===== src/rtl/conv_encoder_framed.sv =====
// Framed rate-1/2, K=3 convolutional encoder with valid/ready handshakes.
// Each frame is followed by two zero tail bits, so the trellis ends in S0,
// which is the state the matching Viterbi decoder starts from.
module conv_encoder_framed #(
  parameter int         LEN_WIDTH = 8,
  parameter logic [2:0] G0        = 3'b111,
  parameter logic [2:0] G1        = 3'b101
) (
  input  logic                 clk_i,
  input  logic                 rst_i,
  input  logic                 start_i,
  input  logic [LEN_WIDTH-1:0] frame_len_i,
  input  logic                 bit_i,
  input  logic                 bit_valid_i,
  output logic                 bit_ready_o,
  output logic [1:0]           sym_o,
  output logic                 sym_valid_o,
  input  logic                 sym_ready_i,
  output logic                 sym_last_o,
  output logic                 busy_o,
  output logic                 done_o
);

  typedef enum logic [1:0] {
    IDLE  = 2'd0,
    DATA  = 2'd1,
    TAIL  = 2'd2,
    DRAIN = 2'd3
  } state_t;

  state_t               state;
  logic [1:0]           sreg;
  logic [LEN_WIDTH-1:0] bits_left;
  logic [1:0]           tail_cnt;
  logic                 can_load;
  logic                 bit_accept;

  // Symbol for input u from state s: {c0 (G0), c1 (G1)}; bit2=u, bit1=s[1], bit0=s[0].
  function automatic logic [1:0] encode(input logic u, input logic [1:0] s);
    logic [2:0] taps;
    taps = {u, s};
    return {^(taps & G0), ^(taps & G1)};
  endfunction

  // Output slot is free when empty or being drained this cycle; bits are only taken in DATA.
  always_comb begin
    can_load    = !sym_valid_o || sym_ready_i;
    bit_ready_o = (state == DATA) && can_load;
    bit_accept  = bit_valid_i && bit_ready_o;
  end

  // Frame FSM, shift register and single-stage registered output.
  always_ff @(posedge clk_i or posedge rst_i) begin
    if (rst_i) begin
      state       <= IDLE;
      sreg        <= 2'b00;
      bits_left   <= '0;
      tail_cnt    <= 2'd0;
      sym_o       <= 2'b00;
      sym_valid_o <= 1'b0;
      sym_last_o  <= 1'b0;
      busy_o      <= 1'b0;
      done_o      <= 1'b0;
    end else begin
      done_o <= 1'b0;
      if (sym_valid_o && sym_ready_i) begin
        sym_valid_o <= 1'b0;
        sym_last_o  <= 1'b0;
      end
      case (state)
        IDLE: begin
          if (start_i) begin
            sreg      <= 2'b00;
            bits_left <= frame_len_i;
            tail_cnt  <= 2'd2;
            busy_o    <= 1'b1;
            state     <= (frame_len_i != '0) ? DATA : TAIL;
          end
        end
        DATA: begin
          if (bit_accept) begin
            sym_o       <= encode(bit_i, sreg);
            sym_valid_o <= 1'b1;
            sym_last_o  <= 1'b0;
            sreg        <= {bit_i, sreg[1]};
            bits_left   <= bits_left - LEN_WIDTH'(1);
            if (bits_left == LEN_WIDTH'(1)) begin
              tail_cnt <= 2'd2;
              state    <= TAIL;
            end
          end
        end
        TAIL: begin
          if (can_load) begin
            sym_o       <= encode(1'b0, sreg);
            sym_valid_o <= 1'b1;
            sym_last_o  <= (tail_cnt == 2'd1);
            sreg        <= {1'b0, sreg[1]};
            tail_cnt    <= tail_cnt - 2'd1;
            if (tail_cnt == 2'd1) begin
              state <= DRAIN;
            end
          end
        end
        DRAIN: begin
          if (sym_valid_o && sym_ready_i && sym_last_o) begin
            done_o <= 1'b1;
            busy_o <= 1'b0;
            state  <= IDLE;
          end
        end
        default: state <= IDLE;
      endcase
    end
  end

endmodule


===== config.mk =====
export PLATFORM = sky130hd
export DESIGN_NAME = conv_encoder_framed
export DESIGN_NICKNAME = d
export VERILOG_FILES = /design/src/rtl/conv_encoder_framed.sv
export SDC_FILE = /design/constraint.sdc
export NUM_CORES = 1
export LEC_CHECK = 0
export ABC_CLOCK_PERIOD_IN_PS = 3400
export BUFFER_PORTS_ARGS = -buffer_cell sky130_fd_sc_hd__buf_2
export CORE_MARGIN = 2
export CORE_UTILIZATION = 55
export CTS_BUF_LIST = sky130_fd_sc_hd__clkbuf_8 sky130_fd_sc_hd__clkbuf_16
export DETAILED_ROUTE_END_ITERATION = 10
export PLACE_DENSITY = 0.85
export SLEW_MARGIN = 15
export SYNTH_ARGS = -nofsm -noshare
export SYNTH_HDL_FRONTEND = slang
export SYNTH_SLANG_ARGS = --single-unit

===== constraint.sdc =====
create_clock -name clk_i -period 3.4 [get_ports clk_i]
set_clock_uncertainty 0.1 [all_clocks]
set_input_delay 0.17 -clock clk_i [delete_from_list [all_inputs] [get_ports clk_i]]
set_output_delay 0.17 -clock clk_i [all_outputs]
set_load 0.02 [all_outputs]

# [After elaboration in Yosys (flattened, before gate mapping)]
# Index checks and enable logic that the tools add are counted.
[word_totals] register_bits=20 inputBits=14 out_inout_bits=7 wordCells=78
[op_classes] n_addsub=2 n_eq_ne=11 mux=34 reduce_logical=22
[ops] operator="$mux W2" n=14
[ops] operator="$mux W8" n=2
[ops] operator="$pmux W8 S2" n=1
[ops] operator="$pmux W2 S3" n=2
[ops] operator="$reduce_xor A3 Y1" n=4
[ops] operator="$mux W1" n=10
[ops] operator="$ne A2 B2 Y1 const B" n=5
[ops] operator="$reduce_and A3 Y1" n=3
[ops] operator="$eq A8 B1 Y1 const B" n=1
[ops] operator="$pmux W2 S4" n=1
[ops] operator="$reduce_bool A8 Y1" n=1
[ops] operator="$sub A8 B1 Y8 const B" n=1
[ops] operator="$pmux W1 S2" n=3
[ops] operator="$reduce_and A6 Y1" n=1
[ops] operator="$reduce_bool A2 Y1" n=3
[ops] operator="$reduce_and A5 Y1" n=1
[ops] operator="$eq A2 B1 Y1 const B" n=2
[ops] operator="$eq A2 B2 Y1 const B" n=2
[ops] operator="$logic_and A1 B1 Y1" n=4
[ops] operator="$pmux W2 S2" n=1
[ops] operator="$reduce_and A4 Y1" n=1
[ops] operator="$reduce_bool A3 Y1" n=1
[ops] operator="$logic_not A2 Y1" n=1
[ops] operator="$ne A2 B1 Y1 const B" n=1
[ops] operator="3 further kinds" n=3

# [Depth between registers and ports, before layout]
# Gate-level depths: netlist of run 1.
[logic_depth] ltp_word=6 ltp_mapped=8 depth_no_buf=6

# [Worst setup path before layout of run 1]
# Ideal clock, no wire load.
[synth_timing] kind="reg-to-reg" startpoint="reg state[1]" endpoint="reg tail_cnt[0]" setup_time_ps=125 arrival_time_ps=1836 t_required_ps=3175 setup_slack_ps=1339 path_stages_with_launch=8 path_buffers=1 path_cell_list="dfrtp_1 inv_1 ha_1 buf_6 or2_4 a2111oi_4 nand2_2 mux2_4"
[synth_between] elab_chain_len=5
[synth_rtl] item="from (decl)" line="31" source="state_t state;"
[synth_rtl] item="from (signal assigned)" line="77" source="state <= (frame_len_i != '0) ? DATA : TAIL;"
[synth_rtl] item="$eq A2 B1 Y1" line="48, 70"
[synth_rtl] item="$logic_and A1 B1 Y1" line="48" source="bit_ready_o = (state == DATA) && can_load;"
[synth_rtl] item="$logic_and A1 B1 Y1" line="49" source="bit_accept = bit_valid_i && bit_ready_o;"
[synth_rtl] item="$ne A2 B2 Y1 (no line)"
[synth_rtl] item="$reduce_and A5 Y1 (no line)"
[synth_rtl] item="to (signal assigned)" line="99" source="tail_cnt <= tail_cnt - 2'd1;"
[synth_rtl] item="to (decl)" line="34" source="logic [1:0] tail_cnt;"
# Parallel ways exist; a longest one is shown, timed or not.
# A chain may end at the register's enable or synchronous reset.

# [Worst setup path in the final report of run 1]
[layout_timing] startpoint="reg state[1]" endpoint="reg bits_left[0]"
[layout_between] elab_chain_len=5
[layout_rtl] item="$eq A2 B1 Y1" line="48, 70"
[layout_rtl] item="$logic_and A1 B1 Y1" line="48"
[layout_rtl] item="$logic_and A1 B1 Y1" line="49"
[layout_rtl] item="$ne A2 B2 Y1 (no line)"
[layout_rtl] item="$reduce_and A3 Y1 (no line)"
[layout_rtl] item="to (signal assigned)" line="74" source="bits_left <= frame_len_i;"
[layout_rtl] item="to (signal assigned)" line="86" source="bits_left <= bits_left - LEN_WIDTH'(1);"
[layout_rtl] item="to (decl)" line="33" source="logic [LEN_WIDTH-1:0] bits_left;"
# Parallel ways exist; a longest one is shown, timed or not.

==> run_summary.xml, run 1 <==
<?xml version="1.0" encoding="UTF-8"?>
<metrics>
  <group name="run_status">
    <metric name="status" unit="">completed</metric>
  </group>
  <group name="global_route">
    <metric name="maximum_number_of_pins_on_one_net_before_global_route_repair" unit="">21</metric>
    <metric name="grtUsageTotal" unit="">0.227</metric>
    <metric name="first_global_vias" unit="">1056</metric>
    <metric name="grt_antenna_before_repair" unit="">0</metric>
    <metric name="first_pass_grt_wire_length" unit="mm">4.58</metric>
    <metric name="grt-ovfl-total" unit="">0</metric>
  </group>
  <group name="detailed_routing">
    <metric name="postRouteWirelength" unit="mm">2.77</metric>
    <metric name="drcViolationCount" unit="">0</metric>
    <metric name="drt-wirelength-per-cell" unit="µm">14.8</metric>
    <metric name="detailroute.via_count" unit="">1117</metric>
    <metric name="drt_iter0_markers" unit="">32</metric>
    <metric name="ant_nets" unit="">0</metric>
    <metric name="post_drt_via_cell_ratio" unit="">5.97</metric>
    <metric name="detailedRoute.firstPassIterationCount" unit="">4</metric>
  </group>
  <group name="power">
    <metric name="vdd_ir_drop_max" unit="mV">0.514</metric>
    <metric name="leakagePower" unit="µW">0.000664</metric>
    <metric name="power-per-cell-area" unit="mW/mm²">942</metric>
  </group>
  <group name="sta">
    <metric name="tns" unit="ps">0</metric>
    <metric name="grt_setup_unrepaired" unit="">no</metric>
    <metric name="final_hold_viol_count" unit="">0</metric>
    <metric name="final-max-slew-violation-count" unit="">0</metric>
    <metric name="min_period" unit="ps">2540</metric>
    <metric name="clock.fmax" unit="MHz">394</metric>
    <metric name="worst_hold_slack" unit="ps">125</metric>
    <metric name="worst_slew_pin_slew" unit="ps">721</metric>
    <metric name="max_slew_headroom" unit="">0.518</metric>
    <metric name="finalSetupViolations" unit="">0</metric>
    <metric name="fin_crit_sh" unit="">0.746</metric>
  </group>
  <group name="floorplan">
    <metric name="chipWidth" unit="µm">52.4</metric>
    <metric name="num_rows" unit="">17</metric>
    <metric name="initial_utilization" unit="">0.581</metric>
    <metric name="dieArea" unit="mm²">0.00274</metric>
    <metric name="die_height" unit="µm">52.4</metric>
    <metric name="pin_count" unit="">21</metric>
    <metric name="floorplan.core_area" unit="mm²">0.00221</metric>
  </group>
  <group name="final_layout">
    <metric name="drive_above_1_share" unit="">0.195</metric>
    <metric name="insertedDiodeCount" unit="">0</metric>
    <metric name="stdcell_area" unit="mm²">0.00145</metric>
    <metric name="areaGrowthSynthToFinish" unit="%">12.5</metric>
    <metric name="final_nets" unit="">183</metric>
    <metric name="fin_util" unit="">0.654</metric>
  </group>
  <group name="worst_setup_path">
    <metric name="worst-path-max-fanout" unit="">18</metric>
    <metric name="regToRegSetupSlack" unit="ps">860</metric>
    <metric name="critical_path_cell_count" unit="">6</metric>
    <metric name="arrival_time_at_the_worst_endpoint" unit="ps">2550</metric>
    <metric name="critPathKind" unit="">reg2reg</metric>
    <metric name="critical_path_sink" unit="">bits_left[0]$_DFFE_PP0P_</metric>
    <metric name="critical_path.top_delay_family" unit="">compound AO/OA/AOI/OAI gates</metric>
    <metric name="worst_setup_path_startpoint" unit="">state[1]$_DFFE_PP0P_</metric>
    <metric name="slowest_delay" unit="ps">520</metric>
    <metric name="worst_path_most_repeated_cell" unit="">inv_1</metric>
    <metric name="worstSetupStartpointType" unit="">register</metric>
    <metric name="crit_path_top_delay_cell" unit="">ha_1</metric>
    <metric name="reg2reg_depth" unit="">6</metric>
    <metric name="required" unit="ps">3420</metric>
    <metric name="path_buf_inv" unit="">2</metric>
    <metric name="timing.critical_path.to_type" unit="">register</metric>
    <metric name="r2r_start" unit="">state[1]$_DFFE_PP0P_</metric>
    <metric name="cp_cell_sequence" unit="">inv_1, ha_1, inv_1, a2bb2oi_2, or2_1, o21ai_0</metric>
    <metric name="critical_path.reg2reg.endpoint" unit="">bits_left[0]$_DFFE_PP0P_</metric>
  </group>
  <group name="synth">
    <metric name="synthTopCellsByArea" unit="">dfrtp_1, ha_1, o21ai_0</metric>
    <metric name="syn-instance-count" unit="">140</metric>
    <metric name="synth-seq-area-share" unit="">0.389</metric>
    <metric name="avgSynthCellArea" unit="µm²">9.19</metric>
    <metric name="ys_ff_latch" unit="">20</metric>
    <metric name="synth_cell_type_count" unit="">42</metric>
    <metric name="yosys_warnings" unit="">0</metric>
    <metric name="area_leader_netlist" unit="">dfrtp_1</metric>
    <metric name="netlist_area" unit="mm²">0.00129</metric>
    <metric name="post-synth-top-area-fraction" unit="">0.389</metric>
    <metric name="syn-num-nets" unit="">162</metric>
  </group>
  <group name="flow_run">
    <metric name="maxCapViolations" unit="">0</metric>
  </group>
  <group name="placed_design">
    <metric name="placed_area" unit="mm²">0.00140</metric>
    <metric name="count_of_input_and_output_buffers" unit="">20</metric>
    <metric name="place.gp.congestion" unit="">0.925</metric>
    <metric name="detailedPlacementHpwl" unit="mm">2.12</metric>
  </group>
  <group name="clock_tree">
    <metric name="tritoncts_clock_tree" unit="">built</metric>
    <metric name="clock_tree.htree_level_count" unit="">1</metric>
    <metric name="clkSinkCount" unit="">20</metric>
    <metric name="insertion_delay" unit="ps">250</metric>
    <metric name="cts_inserted_buffers" unit="">3</metric>
    <metric name="max_root_sink_buffers" unit="">2</metric>
    <metric name="clock_tree.root_cell" unit="">clkbuf_8</metric>
    <metric name="path_clk_slew" unit="ps">70</metric>
  </group>
  <group name="min_path">
    <metric name="hold_path_class" unit="">in2reg</metric>
  </group>
</metrics>
## placed cells by master (no fill, tap or decap), types with 2 or more instances in the layout
cell type	count
inv_1	12
dfrtp_1	20
nand4_1	2
mux2_2	2
o22a_1	3
xnor2_1	2
nor3_1	6
o21ai_0	10
mux2i_1	3
o31ai_1	2
clkbuf_8	3
o22ai_1	2
buf_2	20
nand2b_1	2
a211oi_1	2
a31oi_1	2
nand3_1	3
a21oi_1	9
nand2_1	7
ha_1	8
nor2b_1	7
nor2_1	12
## timing repair
action	in CTS	in global routing
gates resized for setup	0	0
endpoints found under the setup margin	0	0
endpoints found under the hold margin	20	0
setup buffers	0	0
hold buffers	1	0
## cell families (layout without fill, tap and decap cells)
family                     count (synthesis)  in the layout  share of synthesized area
xor gates and xnor gates                   2              2                     0.0136
buffers and inverters                     18             37                     0.0603
and+or+nand+nor                           47             47                      0.189
adders and majority gates                  8              8                     0.0778
AOI/OAI and AO/OA                         39             39                      0.218
DFF                                       20             20                      0.389
muxes                                      6              6                     0.0525
## layer usage
metal  global-route usage  vias to the layer above  share of wire
met1                0.309                      512           0.46
li1                     -                      541              -
met3               0.0314                       12          0.058
met4                0.115                        0          0.033
met5                    0                        -              0
met2                0.352                       52           0.44
## layout make-up
| cell class | instances | area [µm²] |
|---|---|---|
| Tap cell | 28 | 35.0 |
| Multi-Input combinational cell | 102 | 708 |
| Timing Repair Buffer | 22 | 118 |
| Clock buffer | 3 | 41.3 |
| Fill cell | 184 | 764 |
| Sequential cell | 20 | 500 |
| Inverter | 12 | 45.0 |
## stage by stage
| step | cells | power [µW] | setup WS (ps) |
|---|---|---|---|
| after floorplan | 140 | 1050 | 1340 |
| after global placement | 183 | 1160 | 1120 |
| after detailed placement | 183 | 1200 | 935 |
| after CTS | 187 | 1350 | 945 |
| after global routing | 187 | 1480 | 638 |
| final | 187 | 1360 | 864 |
## worst min-delay path, cell delays in order
cell     delay [ps]
buf_2            90
nand4_1          90
o21ai_0          90
## report_power, final
part | switching (µW) | internal [µW] | leakage [µW]
logic | 463 | 329 | 0.000402
clock network | 69.6 | 78.7 | 0.0000216
registers | 86.0 | 337 | 0.000240
## worst min path at each step
stage                                to  cells after the start   startpoint  slack (ps)
5_1_grt            sym_last_o$_DFF_PP0_                      4  sym_ready_i         140
2_1_floorplan  bits_left[0]$_DFFE_PP0P_                      1        rst_i          30
4_1_cts           sym_valid_o$_DFF_PP0_                      3  bit_valid_i         120
6_report            sreg[1]$_DFFE_PP0P_                      3        bit_i         120
3_3_place_gp         busy_o$_DFFE_PP0P_                      2        rst_i         220
3_5_place_dp           done_o$_DFF_PP0_                      2        rst_i         230
## Yosys cell counts, drive strengths merged
master and number:
a2111oi 2, a211oi 2, a21oi 9, a2bb2oi 1, a31oi 2, a32oi 1, a41o 1, and3 1
buf 2, clkbuf 4, dfrtp 20, ha 8, inv 12, mux2 3, mux2i 3, nand2 8
nand2b 2, nand3 3, nand4 2, nand4b 1, nor2 12, nor2b 7, nor3 6, nor3b 1
nor4 1, o21a 1, o21ai 10, o21bai 1, o22a 3, o22ai 2, o311ai 1, o31ai 2
o32a 1, or2 2, or4 1, xnor2 2
## registers in the layout, indices dropped and copies added (netlist names)
| register | count |
|---|---|
| bits_left | 8 |
| busy_o | 1 |
| done_o | 1 |
| sreg | 2 |
| state | 2 |
| sym_last_o | 1 |
| sym_o | 2 |
| sym_valid_o | 1 |
| tail_cnt | 2 |
No activity file was read; power rests on OpenSTA's default activity.
==> run 2, diff against run 1 <==
--- a/config.mk
+++ b/config.mk
@@ -5,13 +5,13 @@
 export SDC_FILE = /design/constraint.sdc
 export NUM_CORES = 1
 export LEC_CHECK = 0
-export ABC_CLOCK_PERIOD_IN_PS = 3400
+export ABC_CLOCK_PERIOD_IN_PS = 2300
 export BUFFER_PORTS_ARGS = -buffer_cell sky130_fd_sc_hd__buf_2
 export CORE_MARGIN = 2
-export CORE_UTILIZATION = 55
+export CORE_UTILIZATION = 50
 export CTS_BUF_LIST = sky130_fd_sc_hd__clkbuf_8 sky130_fd_sc_hd__clkbuf_16
 export DETAILED_ROUTE_END_ITERATION = 10
-export PLACE_DENSITY = 0.85
+export PLACE_DENSITY = 0.82
 export SLEW_MARGIN = 15
 export SYNTH_ARGS = -nofsm -noshare
 export SYNTH_HDL_FRONTEND = slang
==> constraint.sdc (replaced) <==
create_clock -name clk_i -period 2.3 [get_ports clk_i]
set_clock_uncertainty 0.1 [all_clocks]
set_input_delay 0.115 -clock clk_i [delete_from_list [all_inputs] [get_ports clk_i]]
set_output_delay 0.115 -clock clk_i [all_outputs]
set_load 0.02 [all_outputs]
==> run 2 against run 1 <==
Against the previous run:
- non-clock buffer count up 3
- hold slack worse by 71 ps
- die area up 9.2%
- largest power group unchanged
- sequential power up 47%
- first-iteration DRC count up 31%
- fmax up 16%
- critical endpoint is now tail_cnt[0]$_DFFE_PP0P_
- global-route usage down 0.96 points
- routed wire length up 3.2%
==> run_summary.xml, run 2 (synthesized netlist as in run 1, its figures left out) <==
<?xml version="1.0" encoding="UTF-8"?>
<metrics>
  <group name="run_status">
    <metric name="status" unit="">completed</metric>
  </group>
  <group name="placed_design">
    <metric name="detailedPlacementHpwl" unit="mm">2.16</metric>
    <metric name="place_inst" unit="">188</metric>
    <metric name="place.gp.congestion" unit="">0.885</metric>
    <metric name="count_of_input_and_output_buffers" unit="">20</metric>
  </group>
  <group name="detailed_routing">
    <metric name="drt_iter0_markers" unit="">42</metric>
    <metric name="drt-wirelength-per-cell" unit="µm">14.8</metric>
    <metric name="ant_nets" unit="">0</metric>
    <metric name="post_drt_via_cell_ratio" unit="">5.80</metric>
    <metric name="drcViolationCount" unit="">0</metric>
    <metric name="detailedRoute.firstPassIterationCount" unit="">4</metric>
    <metric name="postRouteWirelength" unit="mm">2.86</metric>
    <metric name="detailroute.via_count" unit="">1120</metric>
  </group>
  <group name="global_route">
    <metric name="grt-ovfl-total" unit="">0</metric>
    <metric name="first_global_vias" unit="">1059</metric>
    <metric name="grt_antenna_before_repair" unit="">0</metric>
    <metric name="maximum_number_of_pins_on_one_net_before_global_route_repair" unit="">21</metric>
    <metric name="grtUsageTotal" unit="">0.218</metric>
    <metric name="first_pass_grt_wire_length" unit="mm">4.61</metric>
  </group>
  <group name="power">
    <metric name="vdd_ir_drop_max" unit="mV">0.654</metric>
    <metric name="p_comb_frac" unit="">0.580</metric>
    <metric name="leakagePower" unit="µW">0.000689</metric>
    <metric name="switchingPower" unit="µW">942</metric>
    <metric name="internal_power" unit="µW">1180</metric>
    <metric name="clkPwrFrac" unit="">0.127</metric>
    <metric name="sw_frac" unit="">0.443</metric>
    <metric name="totalPowerFinal" unit="µW">2120</metric>
    <metric name="seq_power_share" unit="">0.292</metric>
    <metric name="power-per-cell-area" unit="mW/mm²">1420</metric>
  </group>
  <group name="sta">
    <metric name="tns" unit="ps">0</metric>
    <metric name="final_hold_viol_count" unit="">0</metric>
    <metric name="final-max-slew-violation-count" unit="">0</metric>
    <metric name="clock.fmax" unit="MHz">456</metric>
    <metric name="worst_slew_pin_slew" unit="ps">787</metric>
    <metric name="max_slew_headroom" unit="">0.475</metric>
    <metric name="grt_setup_unrepaired" unit="">no</metric>
    <metric name="finalSetupViolations" unit="">0</metric>
    <metric name="min_period" unit="ps">2190</metric>
    <metric name="fin_crit_sh" unit="">0.953</metric>
  </group>
  <group name="min_path">
    <metric name="hold_path_class" unit="">in2reg</metric>
  </group>
  <group name="final_layout">
    <metric name="largest_register_ffs" unit="">8</metric>
    <metric name="areaGrowthSynthToFinish" unit="%">16.4</metric>
    <metric name="fin_util" unit="">0.610</metric>
    <metric name="multi_input_comb_area" unit="µm²">719</metric>
    <metric name="instances_no_fill" unit="">193</metric>
    <metric name="registers.top_by_ff_count" unit="">bits_left</metric>
    <metric name="drive_above_1_share" unit="">0.215</metric>
    <metric name="regArea" unit="µm²">500</metric>
    <metric name="leading_cell_types_in_the_layout_fill_and_taps_excluded" unit="">dfrtp_1, buf_2, inv_1, nor2_1, o21ai_0</metric>
    <metric name="fillers" unit="">209</metric>
    <metric name="final_nets" unit="">186</metric>
    <metric name="insertedDiodeCount" unit="">0</metric>
  </group>
  <group name="worst_setup_path">
    <metric name="worst-path-max-fanout" unit="">7</metric>
    <metric name="critPathKind" unit="">reg2reg</metric>
    <metric name="required" unit="ps">2350</metric>
    <metric name="timing.critical_path.to_type" unit="">register</metric>
    <metric name="arrival_time_at_the_worst_endpoint" unit="ps">2240</metric>
    <metric name="worstSetupStartpointType" unit="">register</metric>
  </group>
  <group name="clock_tree">
    <metric name="insertion_delay" unit="ps">260</metric>
    <metric name="clock_tree.root_cell" unit="">clkbuf_8</metric>
    <metric name="tritoncts_clock_tree" unit="">built</metric>
    <metric name="clkSinkCount" unit="">20</metric>
    <metric name="max_root_sink_buffers" unit="">2</metric>
    <metric name="cts_inserted_buffers" unit="">3</metric>
    <metric name="clock_tree.htree_level_count" unit="">1</metric>
    <metric name="path_clk_slew" unit="ps">70</metric>
  </group>
  <group name="floorplan">
    <metric name="chipWidth" unit="µm">54.7</metric>
    <metric name="initial_utilization" unit="">0.524</metric>
    <metric name="floorplan.core_area" unit="mm²">0.00245</metric>
    <metric name="num_rows" unit="">18</metric>
    <metric name="die_height" unit="µm">54.7</metric>
    <metric name="dieArea" unit="mm²">0.00299</metric>
    <metric name="pin_count" unit="">21</metric>
  </group>
  <group name="flow_run">
    <metric name="maxCapViolations" unit="">0</metric>
  </group>
</metrics>
-- run 2: power by group through the flow --
stage / sequential [µW] / combinational (µW) / clock [µW]
global placement: 616 / 1140 / 0
finish: 621 / 1230 / 271
global route: 642 / 1360 / 287
detailed placement: 621 / 1200 / 0
floorplan: 628 / 920 / 0
CTS: 619 / 1200 / 272
-- run 2: worst max-delay path, cell delays in order, from the launching register on --
cell,delay (ps)
dfrtp_1,400
inv_1,100
ha_1,260
or2_4,300
a2111oi_4,470
nand2_2,140
mux2_4,310
-- run 2: path summary, 6_finish.rpt --
| kind | cells after the start | startpoint | slack (ps) | endpoint |
|---|---|---|---|---|
| max | 6 | state[1]$_DFFE_PP0P_ | 110 | tail_cnt[0]$_DFFE_PP0P_ |
| min | 3 | bit_i | 50 | sreg[1]$_DFFE_PP0P_ |
| max reg2reg | 6 | state[1]$_DFFE_PP0P_ | 110 | tail_cnt[0]$_DFFE_PP0P_ |
| min reg2reg | 1 | sym_o[1]$_DFFE_PP0P_ | 410 | sym_o[1]$_DFFE_PP0P_ |
| max in group asynchronous | 3 | rst_i | 1170 | sreg[1]$_DFFE_PP0P_ |
| min in group asynchronous | 3 | rst_i | 430 | busy_o$_DFFE_PP0P_ |
-- run 2: area by class of cell --
| class | count | area share |
|---|---|---|
| tap | 30 | 0.0251 |
| multi-input combinational | 102 | 0.480 |
| inverter | 12 | 0.0301 |
| sequential | 20 | 0.334 |
| clock buffer | 4 | 0.0368 |
| timing repair buffer | 25 | 0.0936 |
-- run 2: per-layer routing --
metal  up-vias  routed length [µm]  GRT usage
met1       528                1310      0.275
met4         0                  33     0.0917
met3         5                 144     0.0383
li1        547                   -          -
met5         -                   0          0
met2        40                1380      0.363
-- run 2: per-stage QoR --
stage | setup WS [ps] | hold WS [ps] | area, µm²
after detailed placement | 132 | 193 | 1420
final | 107 | 53.8 | 1500
after CTS | 130 | 51.6 | 1490
after floorplan | 239 | -21.2 | 1290
after global routing | 25.0 | 78.8 | 1500
after global placement | 233 | 184 | 1420
-- run 2: what timing repair did --
action / in CTS / in global routing
endpoints found under the hold margin: 20 / 0
buffers inserted: 0 / 0
setup endpoints to repair: 0 / 3
gates resized for setup: 0 / 1
hold buffers: 1 / 0
